## config.mk

```make
export PLATFORM = sky130hd
export DESIGN_NAME = wb_stage_lsu
export DESIGN_NICKNAME = d
export VERILOG_FILES = /design/src/rtl/wb_stage_lsu.sv
export SDC_FILE = /design/constraint.sdc
export NUM_CORES = 1
export LEC_CHECK = 0
export ABC_AREA = 1
export BUFFER_PORTS_ARGS = -buffer_cell sky130_fd_sc_hd__buf_2
export CAP_MARGIN = 10
export CELL_PAD_IN_SITES_DETAIL_PLACEMENT = 1
export CELL_PAD_IN_SITES_GLOBAL_PLACEMENT = 2
export CORE_MARGIN = 2
export CORE_UTILIZATION = 32
export DETAILED_ROUTE_END_ITERATION = 8
export GPL_TIMING_DRIVEN = 0
export PLACE_DENSITY_LB_ADDON = 0.1
export REMOVE_ABC_BUFFERS = 1
export SLEW_MARGIN = 20
export SYNTH_ARGS = -nofsm -noshare
export SYNTH_HDL_FRONTEND = slang
export SYNTH_SLANG_ARGS = --single-unit
```

## constraint.sdc

```tcl
create_clock -name i_clk -period 3.4 [get_ports i_clk]
set_input_delay 0.68 -clock i_clk [delete_from_list [all_inputs] [get_ports i_clk]]
set_output_delay 0.68 -clock i_clk [all_outputs]
set_load 0.02 [all_outputs]
```

## src/rtl/wb_stage_lsu.sv

```systemverilog
// Writeback stage: registers the MEM-stage instruction, waits for load data,
// aligns/extends it, selects the writeback source and retires one instruction per commit.
module wb_stage_lsu #(
  parameter int XLEN   = 32,
  parameter int REG_AW = 5,
  parameter int CNT_W  = 32
) (
  input  logic              i_clk,
  input  logic              i_rst_n,
  input  logic              i_valid,
  output logic              o_ready,
  input  logic [XLEN-1:0]   i_alu,
  input  logic [XLEN-1:0]   i_pc,
  input  logic [XLEN-1:0]   i_imm,
  input  logic [31:0]       i_inst,
  input  logic [1:0]        i_wb_sel,
  input  logic              i_rd_wren,
  input  logic              i_ld,
  input  logic [XLEN-1:0]   i_lsu_rdata,
  input  logic              i_lsu_rvalid,
  output logic [REG_AW-1:0] o_rd_addr,
  output logic [XLEN-1:0]   o_rd_data,
  output logic              o_rd_wren,
  output logic              o_commit,
  output logic [CNT_W-1:0]  o_instret,
  output logic              o_err
);

  typedef enum logic [1:0] {
    ST_IDLE    = 2'd0,
    ST_COMMIT  = 2'd1,
    ST_WAIT_LD = 2'd2
  } state_e;

  localparam logic [1:0] SEL_ALU = 2'd0;
  localparam logic [1:0] SEL_LD  = 2'd1;
  localparam logic [1:0] SEL_PC4 = 2'd2;

  state_e state_q, state_d;

  logic [REG_AW-1:0] rd_q;
  logic [2:0]        f3_q;
  logic [1:0]        sel_q;
  logic              wren_q;
  logic [XLEN-1:0]   alu_q, pc4_q, imm_q;

  logic [REG_AW-1:0] rd_addr_q;
  logic [XLEN-1:0]   rd_data_q;
  logic              rd_wren_q;
  logic [CNT_W-1:0]  instret_q;
  logic              err_q;

  logic              accept;
  logic              commit_go;
  logic              err_set;
  logic [REG_AW-1:0] rd_s;
  logic [2:0]        f3_s;
  logic [1:0]        sel_s;
  logic              wren_s;
  logic [XLEN-1:0]   alu_s, pc4_s, imm_s;
  logic [XLEN-1:0]   load_s, data_s;
  logic              unused_inst;

  assign unused_inst = ^{i_inst[31:15], i_inst[6:0]};

  // Byte lane offset is taken from the low address bits; on 32-bit cores bit 2 is ignored.
  function automatic logic [XLEN-1:0] align_load(input logic [2:0] f3,
                                                 input logic [2:0] off_raw,
                                                 input logic [XLEN-1:0] rdata);
    logic [2:0]      off;
    logic [7:0]      b;
    logic [15:0]     h;
    logic [31:0]     w;
    logic [XLEN-1:0] res;
    off = (XLEN == 64) ? off_raw : {1'b0, off_raw[1:0]};
    b   = 8'(rdata >> {off, 3'b000});
    h   = 16'(rdata >> {off[2:1], 4'b0000});
    w   = 32'(rdata >> {off[2], 5'b00000});
    res = rdata;
    case (f3)
      3'b000:  res = XLEN'($signed(b));
      3'b100:  res = XLEN'(b);
      3'b001:  res = XLEN'($signed(h));
      3'b101:  res = XLEN'(h);
      3'b010:  res = XLEN'($signed(w));
      3'b110:  res = (XLEN == 64) ? XLEN'(w) : rdata;
      default: res = rdata;
    endcase
    return res;
  endfunction

  assign o_ready = (state_q != ST_WAIT_LD);
  assign accept  = i_valid && o_ready;

  // Fields come straight from the inputs when committing on the accept edge,
  // otherwise from the copy latched while waiting for load data.
  always_comb begin
    rd_s   = accept ? REG_AW'(i_inst[11:7]) : rd_q;
    f3_s   = accept ? i_inst[14:12]         : f3_q;
    sel_s  = accept ? i_wb_sel              : sel_q;
    wren_s = accept ? i_rd_wren             : wren_q;
    alu_s  = accept ? i_alu                 : alu_q;
    pc4_s  = accept ? i_pc + XLEN'(4)       : pc4_q;
    imm_s  = accept ? i_imm                 : imm_q;
    load_s = align_load(f3_s, alu_s[2:0], i_lsu_rdata);
    case (sel_s)
      SEL_ALU: data_s = alu_s;
      SEL_LD:  data_s = load_s;
      SEL_PC4: data_s = pc4_s;
      default: data_s = imm_s;
    endcase
  end

  always_comb begin
    state_d   = state_q;
    commit_go = 1'b0;
    case (state_q)
      ST_WAIT_LD: begin
        if (i_lsu_rvalid) begin
          state_d   = ST_COMMIT;
          commit_go = 1'b1;
        end
      end
      default: begin
        if (accept) begin
          if (!i_ld || i_lsu_rvalid) begin
            state_d   = ST_COMMIT;
            commit_go = 1'b1;
          end else begin
            state_d = ST_WAIT_LD;
          end
        end else begin
          state_d = ST_IDLE;
        end
      end
    endcase
  end

  assign err_set = i_lsu_rvalid && (state_q != ST_WAIT_LD) && !(accept && i_ld);

  always_ff @(posedge i_clk or negedge i_rst_n) begin
    if (!i_rst_n) begin
      state_q <= ST_IDLE;
      rd_q    <= '0;
      f3_q    <= '0;
      sel_q   <= '0;
      wren_q  <= 1'b0;
      alu_q   <= '0;
      pc4_q   <= '0;
      imm_q   <= '0;
    end else begin
      state_q <= state_d;
      if (accept) begin
        rd_q   <= rd_s;
        f3_q   <= f3_s;
        sel_q  <= sel_s;
        wren_q <= wren_s;
        alu_q  <= alu_s;
        pc4_q  <= pc4_s;
        imm_q  <= imm_s;
      end
    end
  end

  always_ff @(posedge i_clk or negedge i_rst_n) begin
    if (!i_rst_n) begin
      rd_addr_q <= '0;
      rd_data_q <= '0;
      rd_wren_q <= 1'b0;
      instret_q <= '0;
      err_q     <= 1'b0;
    end else begin
      rd_wren_q <= 1'b0;
      if (commit_go) begin
        rd_addr_q <= rd_s;
        rd_data_q <= data_s;
        rd_wren_q <= wren_s && (rd_s != '0);
      end
      if (state_q == ST_COMMIT) begin
        instret_q <= instret_q + CNT_W'(1);
      end
      if (err_set) begin
        err_q <= 1'b1;
      end
    end
  end

  assign o_commit  = (state_q == ST_COMMIT);
  assign o_rd_addr = rd_addr_q;
  assign o_rd_data = rd_data_q;
  assign o_rd_wren = rd_wren_q;
  assign o_instret = instret_q;
  assign o_err     = err_q;

endmodule
```

# Word-level counts from Yosys, hierarchy flattened

Index checks and enable logic that the tools add are counted.

Add/subtract/negate cells: 2
Multipliers: 0
Div/mod/pow operators: 0
Magnitude comparators: 0
Equal/unequal tests: 9
Shifts and indexed selects: 2
Muxes and demuxes: 18
Bitwise gates (word level): 0
Reductions and logical operators: 11

Operator list:

| operator                | count |
|---|---|
| $pmux W32 S4            | 1 |
| $mux W32                | 3 |
| $pmux W32 S3            | 1 |
| $add A32 B1 Y32 const B | 1 |
| $add A32 B3 Y32 const B | 1 |
| $shr A32 B5 Y16         | 1 |
| $shr A32 B5 Y8          | 1 |
| $mux W2                 | 5 |
| $eq A3 B3 Y1 const B    | 2 |
| $mux W1                 | 6 |
| $logic_and A1 B1 Y1     | 5 |
| $mux W5                 | 1 |
| $reduce_bool A5 Y1      | 1 |
| $eq A2 B1 Y1 const B    | 2 |
| $eq A2 B2 Y1 const B    | 2 |
| $ne A2 B2 Y1 const B    | 2 |
| $eq A3 B1 Y1 const B    | 1 |
| $logic_not A3 Y1        | 1 |
| $mux W3                 | 1 |
| $logic_not A1 Y1        | 2 |
| $logic_not A2 Y1        | 1 |
| $logic_or A1 B1 Y1      | 1 |

Flip-flop bits (word level): 180
Latch bits: 0
Memory bits (writable): 0
Memory bits (read-only): 0
Input bits: 168
Output and inout port bits: 73
Logic and storage cells: 55
Memories kept: 0

# Logic depth before layout (Yosys ltp)

Word-level depth: 6
Mapped depth: 15
Gate-level depth less buffers: 15

# Least setup slack after synthesis

No wires, ideal clock.

Path kind: input-to-reg
From: in i_valid
To: reg rd_data_q[5], in the netlist o_rd_data[5]
Library setup time: 0.113 ns
Arrival: 1.987 ns
Data required time: 3.287 ns
Setup slack: 1.300 ns
Stages: 11
Path buffers: 3
Cell sequence: buf_2 nand2_8 buf_12 buf_4 or2_2 o21ai_0 inv_1 a22oi_1 nand3b_1 nand2_1 inv_1

Word-level cells in the longest chain between the ends: 5
Elaborated cells between the ends (all ways): 19
Those cells by class: 5 x eq/ne; 2 x shift; 9 x mux; 3 x reduce/logical

Ends and longest elaborated chain:

| what                                          | line    | text |
|---|---|---|
| start, declared                               | 10      | `input logic i_valid,` |
| $logic_and A1 B1 Y1 *                         | 93      | `assign accept = i_valid && o_ready;` |
| $mux W32 / $mux W3 (equally long branches)    | 102, 99 |  |
| $shr A32 B5 Y16, or another cell as far along | 77      | `h = 16'(rdata >> {off[2:1], 4'b0000});` |
| $pmux W32 S4                                  | 80      | `case (f3)` |
| $pmux W32 S3                                  | 106     | `case (sel_s)` |
| end signal, assigned                          | 176     | `rd_data_q <= data_s;` |
| end, declared                                 | 48      | `logic [XLEN-1:0] rd_data_q;` |

Every way passes the cells marked *; elsewhere a longest branch is shown, timed or not.
A chain may end at the register's enable or synchronous reset.

# Worst setup path in the final report

From: reg state_q[0]
To: reg rd_data_q[26], in the netlist o_rd_data[26]

Word-level cells in the longest chain between the ends: 6
Elaborated cells between the ends (all ways): 21
Those cells by class: 7 x eq/ne; 2 x shift; 9 x mux; 3 x reduce/logical

Ends and longest elaborated chain:

| what                                          | line    | text |
|---|---|---|
| start, declared                               | 39      | `state_e state_q, state_d;` |
| start signal, assigned                        | 152     | `state_q <= state_d;` |
| $ne A2 B2 Y1                                  | 92      | `assign o_ready = (state_q != ST_WAIT_LD);` |
| $logic_and A1 B1 Y1                           | 93      |  |
| $mux W32 / $mux W3 (equally long branches)    | 102, 99 |  |
| $shr A32 B5 Y16, or another cell as far along | 77      |  |
| $pmux W32 S4                                  | 80      |  |
| $pmux W32 S3                                  | 106     |  |

Several ways; a longest one is shown, not always the timed one.

==> impl_results.rst <==
.. list-table::
   :header-rows: 1

   * - Metric
     - Value
   * - Fraction of final layout cells sized beyond drive strength 1
     - 0.185
   * - Path depth of the worst reg2reg path
     - 13
   * - Max Cap Violations
     - 0
   * - CTS clock-pin slew for the worst setup and hold paths
     - 0.07 ns
   * - Share of power burned in combinational logic
     - 0.260
   * - Iteration count of the initial detailed-routing pass
     - 4
   * - Cts-stage hold buffer count
     - 0
   * - Yosys reg bits
     - 180
   * - Final Wtd Congestion
     - between 0.8 and 0.9
   * - Worst Path Max Fanout
     - about 110
   * - TritonCTS clock tree
     - yes
   * - Synthesized area divided by synthesized cell count
     - around 7.2 um^2
   * - Detailed Route Iter0 Violations
     - 449
   * - Maximum number of pins on one net before global-route repair
     - 110
   * - WS Path Type
     - flip-flop to flip-flop
   * - Reg2Reg Launch Point
     - state_q[0]
   * - Average wire per standard cell
     - 17.7 um
   * - Non-Filler Instances
     - between 2000 and 2500
   * - HPWL after detailed placement
     - roughly 26000 um
   * - Static leakage
     - 6.66 nW
   * - Clock latency on the worst-skew pair
     - ~0.45 ns
   * - Boundary Pins
     - approximately 240
   * - Clock power frac
     - 0.334
   * - Number of nets still failing antenna checks after routing
     - 0
   * - Post-detailed-placement cell area
     - between 10000 and 15000 um^2
   * - Cell area after synthesis
     - between 10000 and 15000 um^2
   * - Global-route total usage across every layer
     - 0.219
   * - Die width
     - 183 um
   * - Total Nets Final
     - ~1800
   * - H-tree depth reported by CTS
     - 4
   * - Kind of start point of the critical path
     - flip-flop
   * - Sequential share of the synthesized area
     - 0.439
   * - Element type at the critical path end
     - flip-flop
   * - Area of combinational cells with multiple inputs
     - roughly 4800 um^2
   * - Skew final
     - between 0.01 and 0.015 ns
   * - Number of failing setup endpoints in the final timing report
     - 0
   * - DR vias
     - 9709
   * - Crit path arrival time
     - 3.39 ns
   * - Cells taking the most area after synthesis
     - dfrtp_1, nand2_1, inv_1, nor2_1, nand3_1
   * - Vias/cell
     - about 4.8
   * - CTS Buf Count
     - 17
   * - Area of the core region
     - between 30000 and 40000 um^2
   * - Buffers from clock root to sink, at most
     - 2
   * - Aggregate routed wire length
     - approximately 36000 um
   * - Proportion of synthesized flip-flops having asynchronous set or reset
     - 1.00
   * - Class of the worst hold path
     - primary input to asynchronous set/reset pin
   * - Endpoints failing hold
     - 0
   * - Total power per unit cell area
     - 518 nW/um^2
   * - Minimum hold slack
     - roughly 0.038 ns
   * - Gate count after technology mapping
     - between 1000 and 1500
   * - Sequential Power Share
     - 0.406
   * - Post-route total power
     - 6.39 mW
   * - EDFF count, synth
     - 0
   * - Destination of the worst register-to-register timing path
     - o_rd_data[26]
   * - Post-route design area
     - ~12000 um^2
   * - Max Freq
     - ~330 MHz
   * - Final-layout fill cell count
     - around 4000
   * - Internal Power
     - 4.16 mW
   * - Sw frac
     - 0.349
   * - Setup repair after global routing missed its margin
     - false
   * - Result of the run
     - finished clean
   * - Total die area
     - between 30000 and 40000 um^2
   * - Sink Count
     - between 150 and 200
   * - Data required, critical path
     - ~3.8 ns
   * - Global-route wire length before repair
     - ~56000 um
   * - Clock Root Buffer
     - clkbuf_16
   * - Cell count after placement
     - approximately 2000
   * - Worst slew pin tran
     - ~0.79 ns
   * - Area share of the leading cell type in the synthesized netlist
     - 0.439
   * - Total area of sequential cells
     - ~4500 um^2
   * - Final cycle utilization of the critical path
     - 0.882
   * - Worst slew slack as a fraction of its limit
     - 0.471
   * - Growth of design area from synthesis to finish
     - 20.4%
   * - Initial antenna violation count
     - 3
   * - Port Buf Inserts
     - roughly 220
   * - Power spent charging and discharging nets
     - about 2.2 mW
   * - Worst setup slack for register-to-register paths
     - 0.40 ns
   * - Die span in y
     - 183 um
   * - Primary flip-flop cell chosen by synthesis mapping
     - dfrtp_1
   * - YS warnings
     - 0
   * - Row count
     - between 60 and 70
   * - Dominant cell type by area after synthesis
     - dfrtp_1
   * - Via count of the first global-routing pass
     - approximately 9900
   * - Shortest clock period the worst path allows after layout
     - about 3.0 ns
   * - Total congestion overflow
     - 0
   * - Number of remaining DRC errors
     - 0
   * - Number of distinct library cells after synthesis
     - 46
   * - Starting utilization of the core area
     - 0.325
   * - Final max-slew violation count
     - 0
   * - Maximum vdd drop
     - about 0.45 mV
[cell type report]
class                           instances  share of cell area
Clock buffer                           19              0.0359
Multi-Input combinational cell       1012               0.388
Sequential cell                       180               0.365
Timing Repair Buffer                  219              0.0945
Clock inverter                         13              0.0140
Tap cell                              402              0.0407
Inverter                              193              0.0614
Antenna cell                            1            0.000203
[cell usage in the layout, fill, tap and decap left out, types with 6 or more instances in the layout]
cell       synthesis  layout
xnor2_1           11      11
inv_1            186     186
nand4_1           16      16
a21oi_1           37      37
dfrtp_1          180     180
and2_1            10      10
buf_2             22     215
nand2_1          519     517
o211ai_1           6       6
o21ai_0           68      68
clkbuf_16          0      17
nor2_1           117     117
or2_2             13      13
nor3_1            13      13
nand2_2           16      18
nand3b_1           6       6
nand3_1           86      86
xor2_1            22      22
mux2i_1           26      26
[worst max path at each step]
| stage | from | to | slack [ns] | depth (start not counted) |
|---|---|---|---|---|
| detailed placement | i_valid | o_rd_wren | -1.31 | 8 |
| finish | state_q[0] | o_rd_data[26] | 0.40 | 13 |
| CTS | state_q[1] | o_rd_wren | -0.01 | 8 |
| global placement | i_valid | o_rd_wren | -3.37 | 7 |
| global route | state_q[0] | o_rd_data[0] | 0.11 | 12 |
| floorplan | i_valid | o_rd_wren | -0.26 | 6 |
[registers in the layout, indices dropped and copies added, names as in the netlist]
signal,count
f3_q,3
o_rd_addr,5
pc4_q,32
state_q,2
o_instret,32
o_err,1
sel_q,2
o_rd_wren,1
imm_q,32
alu_q,32
rd_q,5
wren_q,1
o_rd_data,32
[kinds of logic (layout without fill, tap and decap cells)]
kind of cell,count (synthesis),count (layout),share of synthesized area
simple gates,813,814,0.336
buf+inv,242,444,0.0960
flops,180,180,0.439
compound gates,137,137,0.0730
xor+xnor,33,33,0.0282
mux,26,26,0.0254
fa+ha+maj,2,2,0.00244
other cells,0,1,0
[through the flow]
step	utilization	setup slack (ns)	setup TNS, ns
global placement	0.367	-3.37	-405.00
global route	0.391	0.106	0
CTS	0.390	-0.00993	-0.00993
finish	0.391	0.400	0
detailed placement	0.370	-1.31	-39.99
floorplan	-	-0.258	-3.36
[critical path, stage by stage (launching register included)]
cell,delay [ns]
dfrtp_1,0.39
inv_2,0.11
nand2_4,0.14
nand2_8,0.37
clkinv_16,0.32
nand2_1,0.19
nand2_2,0.16
nor2_4,0.23
inv_2,0.24
a21oi_1,0.23
nand2_2,0.11
nand3_1,0.10
nand2_1,0.06
nand2_1,0.05
[power by group through the flow]
stage	logic, mW	registers (mW)	clock network, mW
6_report	1.66	2.60	2.13
2_1_floorplan	0.817	2.80	0
5_1_grt	1.88	2.64	2.29
3_3_place_gp	1.64	2.63	0
4_1_cts	1.69	2.60	2.19
3_5_place_dp	1.68	2.64	0
[layer usage]
layer | vias to the layer above | wire length, um | global-route usage
met5 | - | 24 | 0
met4 | 4 | 454 | 0.0512
met3 | 26 | 1560 | 0.0391
met2 | 203 | 16600 | 0.354
met1 | 4658 | 17400 | 0.305
li1 | 4818 | - | -
[cell usage after synthesis (4+ instances only)]
master and n:
a21oi_1 37, a31oi_1 4, and2_1 10, buf_2 22, buf_4 5, clkbuf_1 17, dfrtp_1 180, inv_1 186
inv_2 5, mux2i_1 26, nand2_1 519, nand2_2 16, nand3_1 86, nand3b_1 6, nand4_1 16, nor2_1 117
nor2_4 4, nor3_1 13, nor4_1 4, o211ai_1 6, o21ai_0 68, o21ai_1 4, o22ai_1 5, or2_2 13
xnor2_1 11, xor2_1 22
[repair_timing]
action	CTS	global route
pin swaps	1	1
setup endpoints to repair	38	34
gates resized for setup	7	2
buffers inserted	0	0
gates cloned	0	1
Note: power is estimated with default switching activity, not from simulation.
